--- config.mk ---
export PLATFORM = sky130hd
export DESIGN_NAME = mux2_arbiter
export DESIGN_NICKNAME = d
export VERILOG_FILES = /design/src/rtl/mux2_arbiter_pkg.sv /design/src/rtl/mux2_arbiter_mux2.sv /design/src/rtl/mux2_arbiter.sv
export SDC_FILE = /design/constraint.sdc
export NUM_CORES = 1
export LEC_CHECK = 0
export CORE_UTILIZATION = 31
export CTS_BUF_LIST = sky130_fd_sc_hd__clkbuf_16
export DETAILED_ROUTE_END_ITERATION = 6
export MAX_ROUTING_LAYER = met4
export SLEW_MARGIN = 30
export SYNTH_ARGS = -nofsm -noshare
export SYNTH_HDL_FRONTEND = slang
export SYNTH_SLANG_ARGS = --single-unit
--- constraint.sdc ---
create_clock -name clk -period 2.4 [get_ports clk]
set_clock_uncertainty 0.05 [all_clocks]
set_input_delay 0.36 -clock clk [delete_from_list [all_inputs] [get_ports clk]]
set_output_delay 0.36 -clock clk [all_outputs]
set_load 0.05 [all_outputs]
--- src/rtl/mux2_arbiter_pkg.sv ---
// mux2_arbiter_pkg: shared arbiter state encoding and counter sizing helper
package mux2_arbiter_pkg;
  typedef enum logic [1:0] {
    ARB_IDLE    = 2'b00,
    ARB_OWN0    = 2'b01,
    ARB_OWN1    = 2'b10,
    ARB_ILLEGAL = 2'b11
  } arb_state_e;
  function automatic int cnt_width(input int max_hold);
    return max_hold > 0 ? $clog2(max_hold + 1) : 1;
  endfunction
endpackage

--- src/rtl/mux2_arbiter_mux2.sv ---
// mux2: two-input WIDTH-bit multiplexer, sel=0 picks d0
module mux2 #(
  parameter int WIDTH = 4
) (
  input  logic             sel,
  input  logic [WIDTH-1:0] d0,
  input  logic [WIDTH-1:0] d1,
  output logic [WIDTH-1:0] y
);
  assign y = sel ? d1 : d0;
endmodule

--- src/rtl/mux2_arbiter.sv ---
// mux2_arbiter: round-robin two-requester arbiter owning the select of a shared mux2
module mux2_arbiter
  import mux2_arbiter_pkg::*;
#(
  parameter int WIDTH    = 4,
  parameter int MAX_HOLD = 4
) (
  input  logic             clk,
  input  logic             reset,
  input  logic             req0,
  input  logic             req1,
  input  logic             done0,
  input  logic             done1,
  input  logic [WIDTH-1:0] d0,
  input  logic [WIDTH-1:0] d1,
  output logic             gnt0,
  output logic             gnt1,
  output logic             sel,
  output logic [WIDTH-1:0] y,
  output logic             y_valid,
  output logic             busy
);
  localparam int CW = cnt_width(MAX_HOLD);
  arb_state_e state_q, state_d;
  logic last_q, last_d, sel_q, sel_d;
  logic [CW-1:0] cnt_q, cnt_d;
  logic k, mine_req, other_req, mine_done, preempt;
  assign k         = state_q == ARB_OWN1;
  assign mine_req  = k ? req1 : req0;
  assign other_req = k ? req0 : req1;
  assign mine_done = k ? done1 : done0;
  assign preempt   = (MAX_HOLD != 0) && other_req && cnt_q == CW'(MAX_HOLD - 1);
  // next owner, hold counter, last owner and sticky select
  always_comb begin
    state_d = state_q;
    last_d  = last_q;
    cnt_d   = cnt_q;
    case (state_q)
      ARB_IDLE: if (req0 || req1) state_d = (req0 && (!req1 || last_q)) ? ARB_OWN0 : ARB_OWN1;
      ARB_OWN0, ARB_OWN1:
        if (mine_done || !mine_req || preempt) begin
          last_d  = k;
          cnt_d   = '0;
          state_d = other_req ? (k ? ARB_OWN0 : ARB_OWN1) : ARB_IDLE;
        end else if (other_req && cnt_q != CW'(MAX_HOLD)) cnt_d = cnt_q + CW'(1);
      default: begin
        state_d = ARB_IDLE;
        cnt_d   = '0;
      end
    endcase
    sel_d = state_d == ARB_OWN1 ? 1'b1 : state_d == ARB_OWN0 ? 1'b0 : sel_q;
  end
  // state registers; reset makes requester 0 win the first tie
  always_ff @(posedge clk) begin
    if (reset) begin
      state_q <= ARB_IDLE;
      last_q  <= 1'b1;
      cnt_q   <= '0;
      sel_q   <= 1'b0;
    end else begin
      state_q <= state_d;
      last_q  <= last_d;
      cnt_q   <= cnt_d;
      sel_q   <= sel_d;
    end
  end
  assign gnt0    = state_q == ARB_OWN0;
  assign gnt1    = state_q == ARB_OWN1;
  assign sel     = sel_q;
  assign y_valid = gnt0 || gnt1;
  assign busy    = state_q != ARB_IDLE;
  mux2 #(.WIDTH(WIDTH)) u_mux (.sel(sel_q), .d0(d0), .d1(d1), .y(y));
endmodule
Word level (Yosys, flattened, before mapping)
Cells that the tools add are included.
{"block": "classes", "add_sub_neg": 1, "n_eq_ne": 7, "mux": 15, "n_bitwise": 1, "n_reduce_logical": 16}
{"op": "$mux W2", "count": 5}
{"op": "$mux W3", "count": 2}
{"op": "$ne A3 B3 Y1 const B", "count": 2}
{"op": "$pmux W3 S2", "count": 1}
{"op": "$logic_or A1 B1 Y1", "count": 5}
{"op": "$mux W1", "count": 5}
{"op": "$eq A2 B1 Y1 const B", "count": 2}
{"op": "$eq A2 B2 Y1 const B", "count": 2}
{"op": "$mux W4", "count": 1}
{"op": "$pmux W2 S2", "count": 1}
{"op": "$reduce_and A2 Y1", "count": 2}
{"op": "$reduce_bool A2 Y1", "count": 2}
{"op": "$add A3 B1 Y3 const B", "count": 1}
{"op": "$eq A3 B2 Y1 const B", "count": 1}
{"op": "$logic_and A1 B1 Y1", "count": 3}
{"op": "$logic_not A1 Y1", "count": 2}
{"op": "$logic_not A2 Y1", "count": 1}
{"op": "$reduce_or A2 Y1", "count": 1}
{"op": "$not A1 Y1", "count": 1}
{"block": "word_totals", "reg_bits": 7, "in_bits": 14, "wordCells": 44, "out_inout_bits": 9}

Logic depth before layout (Yosys ltp)
{"block": "logic_depth", "ltp_word": 10, "ltp_mapped": 9, "ltp_nobuf": 9}

Cells and area by module
From an unflattened synthesis, not the netlist that was laid out.
{"block": "unflattened", "cells_unflattened": 61, "area_unflattened_um2": 604.3}
{"module": "mux2_arbiter", "area_each_um2": 559.3, "cells_each": 57, "seq_area_each_um2": 140.1, "n_inst": 1}
{"module": "mux2", "area_each_um2": 45.0, "cells_each": 4, "seq_area_each_um2": 0.0, "n_inst": 1}

Worst setup path after synthesis
Ideal clock, no wire load.
{"block": "synth_timing", "path_kind": "register to register", "start": "register state_q[0]", "end": "register sel_q, in the netlist sel", "path_buffers": 0, "setup_ns": 0.116, "path_slack_ns": -0.277, "synth_period_minus_slack_ns": 2.677, "stages_incl_launch_ff": 10, "required_time_ns": 2.234, "arrival_time_ns": 2.511, "path_cell_list": "dfxtp_1 inv_1 ha_1 mux2_4 a2111oi_2 a211oi_2 or2_1 ha_1 mux2i_1 nor2_1"}
{"block": "synth_between", "elab_chain_cells": 9, "word_cells_on_any_way": 20, "classes_between": "eq/ne (4); mux (9); reduce/logical (7)"}
{"element": "start: declaration", "line": "mux2_arbiter.sv:24", "text": "arb_state_e state_q, state_d;"}
{"element": "start signal: assignment", "line": "mux2_arbiter.sv:61", "text": "state_q <= state_d;"}
{"element": "$eq A2 B2 Y1 *"}
{"element": "net gnt1", "line": "mux2_arbiter.sv:17", "text": "output logic gnt1,"}
{"element": "$mux W1", "line": "mux2_arbiter.sv:29", "text": "assign mine_req = k ? req1 : req0;"}
{"element": "$logic_not A1 Y1", "line": "mux2_arbiter.sv:41", "text": "if (mine_done || !mine_req || preempt) begin"}
{"element": "$logic_or A1 B1 Y1 (2 in a row)", "line": "mux2_arbiter.sv:41"}
{"element": "$mux W2", "line": "mux2_arbiter.sv:41"}
{"element": "$pmux W2 S2 *", "line": "mux2_arbiter.sv:38", "text": "case (state_q)"}
{"element": "$eq A2 B2 Y1 or $eq A2 B1 Y1 (tied branches)", "line": "mux2_arbiter.sv:51", "text": "sel_d = state_d == ARB_OWN1 ? 1'b1 : state_d == ARB_OWN0 ? 1'b0 : sel_q;"}
{"element": "$mux W1 or $reduce_bool A2 Y1 (tied branches)"}
{"element": "end signal: assignment", "line": "mux2_arbiter.sv:64", "text": "sel_q <= sel_d;"}
{"element": "end: declaration", "line": "mux2_arbiter.sv:25", "text": "logic last_q, last_d, sel_q, sel_d;"}
Mark *: on every way through the listed nets, which the timed path passes. The rest lies on a longest branch.
A chain may end at the register's enable or synchronous reset.

Worst setup path in the final report
{"block": "layout_timing", "start": "register state_q[0]", "end": "register sel_q, in the netlist sel"}
{"block": "layout_between", "elab_chain_cells": 9, "word_cells_on_any_way": 20, "classes_between": "eq/ne (4); mux (9); reduce/logical (7)"}
{"element": "$eq A2 B2 Y1", "line": "mux2_arbiter.sv:28, mux2_arbiter.sv:38"}
{"element": "$mux W1", "line": "mux2_arbiter.sv:29"}
{"element": "$logic_not A1 Y1", "line": "mux2_arbiter.sv:41"}
{"element": "$logic_or A1 B1 Y1 (2 in a row)", "line": "mux2_arbiter.sv:41"}
{"element": "$mux W2", "line": "mux2_arbiter.sv:41"}
{"element": "$pmux W2 S2 *", "line": "mux2_arbiter.sv:38"}
{"element": "$eq A2 B2 Y1 or $eq A2 B1 Y1 (tied branches)", "line": "mux2_arbiter.sv:51"}
{"element": "$mux W1 or $reduce_bool A2 Y1 (tied branches)"}
Mark *: on every way between the ends. The rest lies on a longest branch, timed or not.

==> flow_summary_export.csv <==
group,metric,value,unit
routing,totalWireLength,1543,um
floorplanning,core,1764,um^2
clock_tree,cts_buffer_depth,2,
synth,synthXorXnorAreaFrac,0,%
finish,layout-drive-gt1-share,25.25,%
clock_tree,cts_hold_buffers,0,
global_routing,overflow,0,
sta,max-slew-margin-rel,65.77,%
pwr,p_switching,0.0004393,W
clock_tree,clk_latency,0.23,ns
global_routing,grt_pass1_vias,532,
synth,synthAdderAreaFrac,18.83,%
worst_setup_path,required,2.46,ns
global_routing,antenna_found_initial,0,
global_routing,grt_max_degree,8,
routing,dr.pass1.iters,4,
worst_setup_path,startpoint_type,"register",
synth,yosysTopAreaCell,"dfxtp_1",
routing,vias,612,
min_path,worst_hold_path_type,"register to register",
routing,drt-initial-drc-count,14,
pwr,p_comb_share,57.8,%
pwr,intPower,0.0006250,W
placed_design,hpwlAfterDp,1189,um
pwr,p_clk_share,26.9,%
worst_setup_path,end_kind,"register",
floorplanning,die_y,45.93,um
floorplanning,placementRows,15,
synth,netlist_area,598.1,um^2
synth,ys_seq_area_share,23.43,%
pwr,vdd_drop_max,606.9,uV
placed_design,placed_area,927.1,um^2
synth,netlist.area_leader.share,23.43,%
floorplanning,die_x,45.93,um
sta,max_slew.worst_pin.slew,0.5118,ns
placed_design,dpl_worst_slack,-0.1231,ns
routing,wl_per_cell,12.44,um
worst_setup_path,cp_max_fo,4,
finish,finish.utilization,58.51,%
clock_tree,clk_pin_slew,0.04,ns
global_routing,gr-usage-all-layers,16.64,%
pwr,p_sw_share,41.28,%
worst_setup_path,critical_path_class,"register to register",
sta,fmax,0.4316,GHz
routing,antenna_left,0,
floorplanning,die_area,2109,um^2
sta,fin_crit_sh,96.54,%
clock_tree,cts_resized,0,
synth,synth_compound_area_share,18.62,%
finish,design_area,1032,um^2
clock_tree,postCtsSetupRepairBufs,0,
synth,synth-simple-area-share,14.23,%
finish,syn2layout_area_growth,72.59,%
clock_tree,cts_sinks,7,
status,outcome,"completed",
clock_tree,clk_root_buffer_cell,"clkbuf_16",
worst_setup_path,cp.arrival,2.38,ns
synth,synth_cells,65,
synth,synth.area.top_cells,"dfxtp_1, ha_1, mux2i_1",
finish,layout.nets,123,
synth,synth_cell_types,27,
clock_tree,cts_tree,"built",
sta,finalHoldViolCount,0,
finish,n_fill_cell,175,
synth,yosysWarnings,0,
synth,synth_nets,88,
placed_design,portBuffers,22,
floorplanning,io_pins,23,
placed_design,routabilityCongestion,0.7942,
clock_tree,htreeDepth,1,
synth,synth_seq_cells,7,
floorplanning,start_util,33.90,%
pwr,powerDensity,1031,nW/um^2
routing,drc,0,
sta,min_period,2.317,ns
finish,antenna_cells,0,
synth,synth_top_family_by_area,"multiplexers",
routing,viasPerCell,4.935,
sta,setup_viol,0,
pwr,p_total,0.001064,W
pwr,p_leak,0.4181,nW
pwr,seq_power_share,15.3,%
synth,synth_mux_area_share,19.25,%
sta,slew_viol_final,0,
flow_run,cap_violations,0,
synth,avgSynthCellArea,9.201,um^2
sta,setup_slack,0.08311,ns
global_routing,grt_pass1_wl,2325,um
clock_tree,numCtsBuffers,3,
[power groups by stage]
stage / combinational, W / clock (W) / sequential [W]
after floorplan: 0.000394 / 0 / 0.000183
after global placement: 0.000593 / 0 / 0.000164
after detailed placement: 0.000594 / 0 / 0.000165
after CTS: 0.000598 / 0.000288 / 0.000163
after global routing: 0.000653 / 0.000295 / 0.000166
final: 0.000615 / 0.000287 / 0.000163
[critical path, cell delays in order (launching register included)]
cell       delay, ns
dfxtp_1         0.31
inv_2           0.11
ha_4            0.18
mux2_4          0.32
a2111oi_4       0.39
a211oi_2        0.09
or2_1           0.22
ha_1            0.30
mux2i_1         0.18
nor2_1          0.05
[cells by family after synthesis]
group / count (synthesis)
AOI/OAI and AO/OA: 13
adders and majority gates: 9
buffers and inverters: 9
DFF: 7
muxes: 10
and+or+nand+nor: 17
[metal layers]
metal	vias up	GRT usage, %	wire (um)
li1	305	-	-
met1	287	20.47	699
met2	14	23.10	733
met3	6	6.349	66
met4	0	8.824	42
met5	-	-	0
[flip-flops by register name (all words and copies together) (netlist names)]
| signal | count |
|---|---|
| cnt_q | 3 |
| last_q | 1 |
| sel | 1 |
| state_q | 2 |
[cells in the mapped netlist]
cell type,number
mux2i_1,4
nand4_1,1
nand2_1,4
a32o_1,1
a2111oi_1,1
o22ai_1,2
nor2_1,6
dfxtp_1,7
or2_1,1
a211oi_2,1
nand2b_1,1
mux2_4,2
nor2b_1,1
inv_1,9
o311a_1,1
a41oi_1,1
ha_1,9
a211oi_1,1
a21oi_1,1
mux2_2,1
and4bb_1,1
a2111oi_2,1
a21boi_1,1
mux2_1,3
nor3_1,2
o21bai_1,1
o21ai_0,1
[cell type report]
cell class	count	area (um^2)	area share, %
Clock buffer	3	75.07	7.273
Multi-Input combinational cell	49	475.5	46.06
Clock inverter	1	3.754	0.3636
Timing Repair Buffer	30	272.8	26.42
Sequential cell	7	140.1	13.58
Tap cell	25	31.28	3.030
Inverter	9	33.78	3.273
[worst paths after layout]
kind	start	to	slack [ns]	depth (start not counted)
worst min register to register	cnt_q[2]	cnt_q[2]	0.43	2
worst min-delay path	cnt_q[2]	cnt_q[2]	0.43	2
worst max register to register	state_q[0]	sel	0.08	9
worst max-delay path	state_q[0]	sel	0.08	9
[per-stage QoR]
step                      hold WS, ns  instances  setup TNS [ns]
after CTS                      0.4367        124               0
after detailed placement       0.4313        120         -0.1231
after global routing           0.4559        124        -0.02143
after floorplan                0.3824         65               0
after global placement         0.4183        120        -0.09330
final                          0.4334        124               0
[layout by cell type (no fill, tap or decap), drive strengths merged, types with 2 or more instances in the layout]
cell type	netlist	routed
o22ai	2	2
nor3	2	2
dfxtp	7	7
nand2	4	4
a2111oi	2	2
mux2i	4	4
a211oi	2	2
ha	9	9
mux2	6	6
inv	9	10
buf	0	11
nor2	6	6
clkbuf	0	3
clkdlybuf4s50	0	19
No activity file was read; power rests on OpenSTA's default activity.
==> patch (config.mk and constraints unchanged) <==
Encoding of `arb_state_e`: now one-hot (4 bits for 4 states).
--- a/src/rtl/mux2_arbiter_pkg.sv
+++ b/src/rtl/mux2_arbiter_pkg.sv
@@ -2,7 +2,7 @@
 package mux2_arbiter_pkg;
-  typedef enum logic [1:0] {
-    ARB_IDLE    = 2'b00,
-    ARB_OWN0    = 2'b01,
-    ARB_OWN1    = 2'b10,
-    ARB_ILLEGAL = 2'b11
+  typedef enum logic [3:0] {
+    ARB_IDLE    = 4'b0001,
+    ARB_OWN0    = 4'b0010,
+    ARB_OWN1    = 4'b0100,
+    ARB_ILLEGAL = 4'b1000
   } arb_state_e;
Check against the original RTL: no difference found for any inputs over 10 cycles, from zero or initial values and one cycle with reset high; not proved beyond that.
==> patch against the unedited design <==
- synthesized cell count decreased by 4.6%
- first-iteration DRC count shrank 43%
- final area down 13%
- sequential cell count grew 2
- worst setup slack improved by 0.16 ns
- wire length decreased by 5.1%
- synthesized area is 5.0% lower
- worst hold slack improved by 0.00097 ns
- largest cell class unchanged
- highest routed layer is now met3
Power is not compared: it rests on default switching activity, and its combinational part moved more than twofold at a synthesized area within 25%.
==> patch: results <==
group,metric,value,unit
routing,wirelength,1.47,mm
clock_tree,h-tree-depth,1,
setup_path,worstPathArrival,2.27,ns
routing,routed_via_density,5.00,
pwr,p_sw,132,uW
setup_path,critPathMaxFanout,5,
worst_hold_path,hold_path_startpoint,"cnt_q[1]",
worst_hold_path,hold_path_depth,1,
grt,grt_use_total,15.9,%
setup_path,critical_path.top_delay_family,"compound AO/OA/AOI/OAI gates",
grt,grt_max_degree,9,
place,gp_congestion,0.898,
grt,grt_pass1_vias,502,
place,io_buffers,22,
timing,hold_viol,0,
clock_tree,clk_pin_slew,0.04,ns
pwr,p_leak,0.368,nW
setup_path,r2r_cells,5,
setup_path,crit_path_start,"state_q[1]",
setup_path,cpPeakStageDelay,0.57,ns
pwr,vdd_drop_max,0.560,mV
synth,syn-num-nets,79,
worst_hold_path,hold_end,"cnt_q[1]",
pwr,comb-power,104,uW
worst_hold_path,hold_path_class,"reg2reg",
synth,synth_cell_type_count,30,
outcome,status,"completed",
cells_and_area,reg_top3,"state_q: 4 flops, cnt_q: 3 flops",
routing,drt_iter0_drc,8,
timing,holdWs,0.434,ns
clock_tree,cts_made_buffers,3,
place,hpwl,1.12,mm
setup_path,slowest_stage,"or4b_1",
cells_and_area,nets,105,
pwr,power_density,616,nW/um2
clock_tree,clk_latency,0.23,ns
setup_path,r2r_slack,0.24,ns
cells_and_area,layout-drive-gt1-share,23.0,%
routing,wl_per_cell,13.1,um
grt,grt_pass1_wl,2.24,mm
clock_tree,post_cts_resized,0,
cells_and_area,fill_cells,170,
pwr,p_clk,286,uW
clock_tree,clock_path_buffers,2,
synth,synthTopCellsByCount,"dfxtp_1, inv_1, a21oi_1, mux2_2, nor2_1",
synth,synth_warnings,0,
cells_and_area,diodes,0,
synth,synth_seq_area_share,31.7,%
synth,ys_top_cells_by_area,"dfxtp_1, mux2_2, ha_1, inv_1, a2111o_1",
setup_path,r2r-end,"cnt_q[2]",
routing,first_pass_iters,4,
synth,postSynthAreaPerCell,9.16,um2
clock_tree,cts-root-buf,"clkbuf_16",
[patch: cell type report]
cell class | instances | area share, %
multi-input combinational | 42 | 39.1
sequential | 9 | 20.1
tap | 25 | 3.48
timing repair buffer | 23 | 24.8
inverter | 9 | 3.76
clock buffer | 3 | 8.36
clock inverter | 1 | 0.418
[patch: per-layer routing]
metal  global-route usage [%]  part of all wire, %
met1                     19.8                   48
met4                     3.64                    0
met2                     25.3                   42
met5                        -                    0
met3                     5.20                   10
[patch: kinds of logic after synthesis]
family	synth area share, %
compound gates	29.1
xor+xnor	1.54
fa+ha+maj	6.61
buf+inv	7.49
flops	31.7
mux	9.69
other cells	0.660
simple gates	13.2
[patch: stage by stage]
step,instance area (um2),setup WS (ns),utilization [%]
after floorplan,574,0.310,-
after global placement,820,0.220,47.5
after detailed placement,820,0.196,47.5
after CTS,898,0.250,52.0
after global routing,898,0.199,52.0
final,898,0.239,52.0
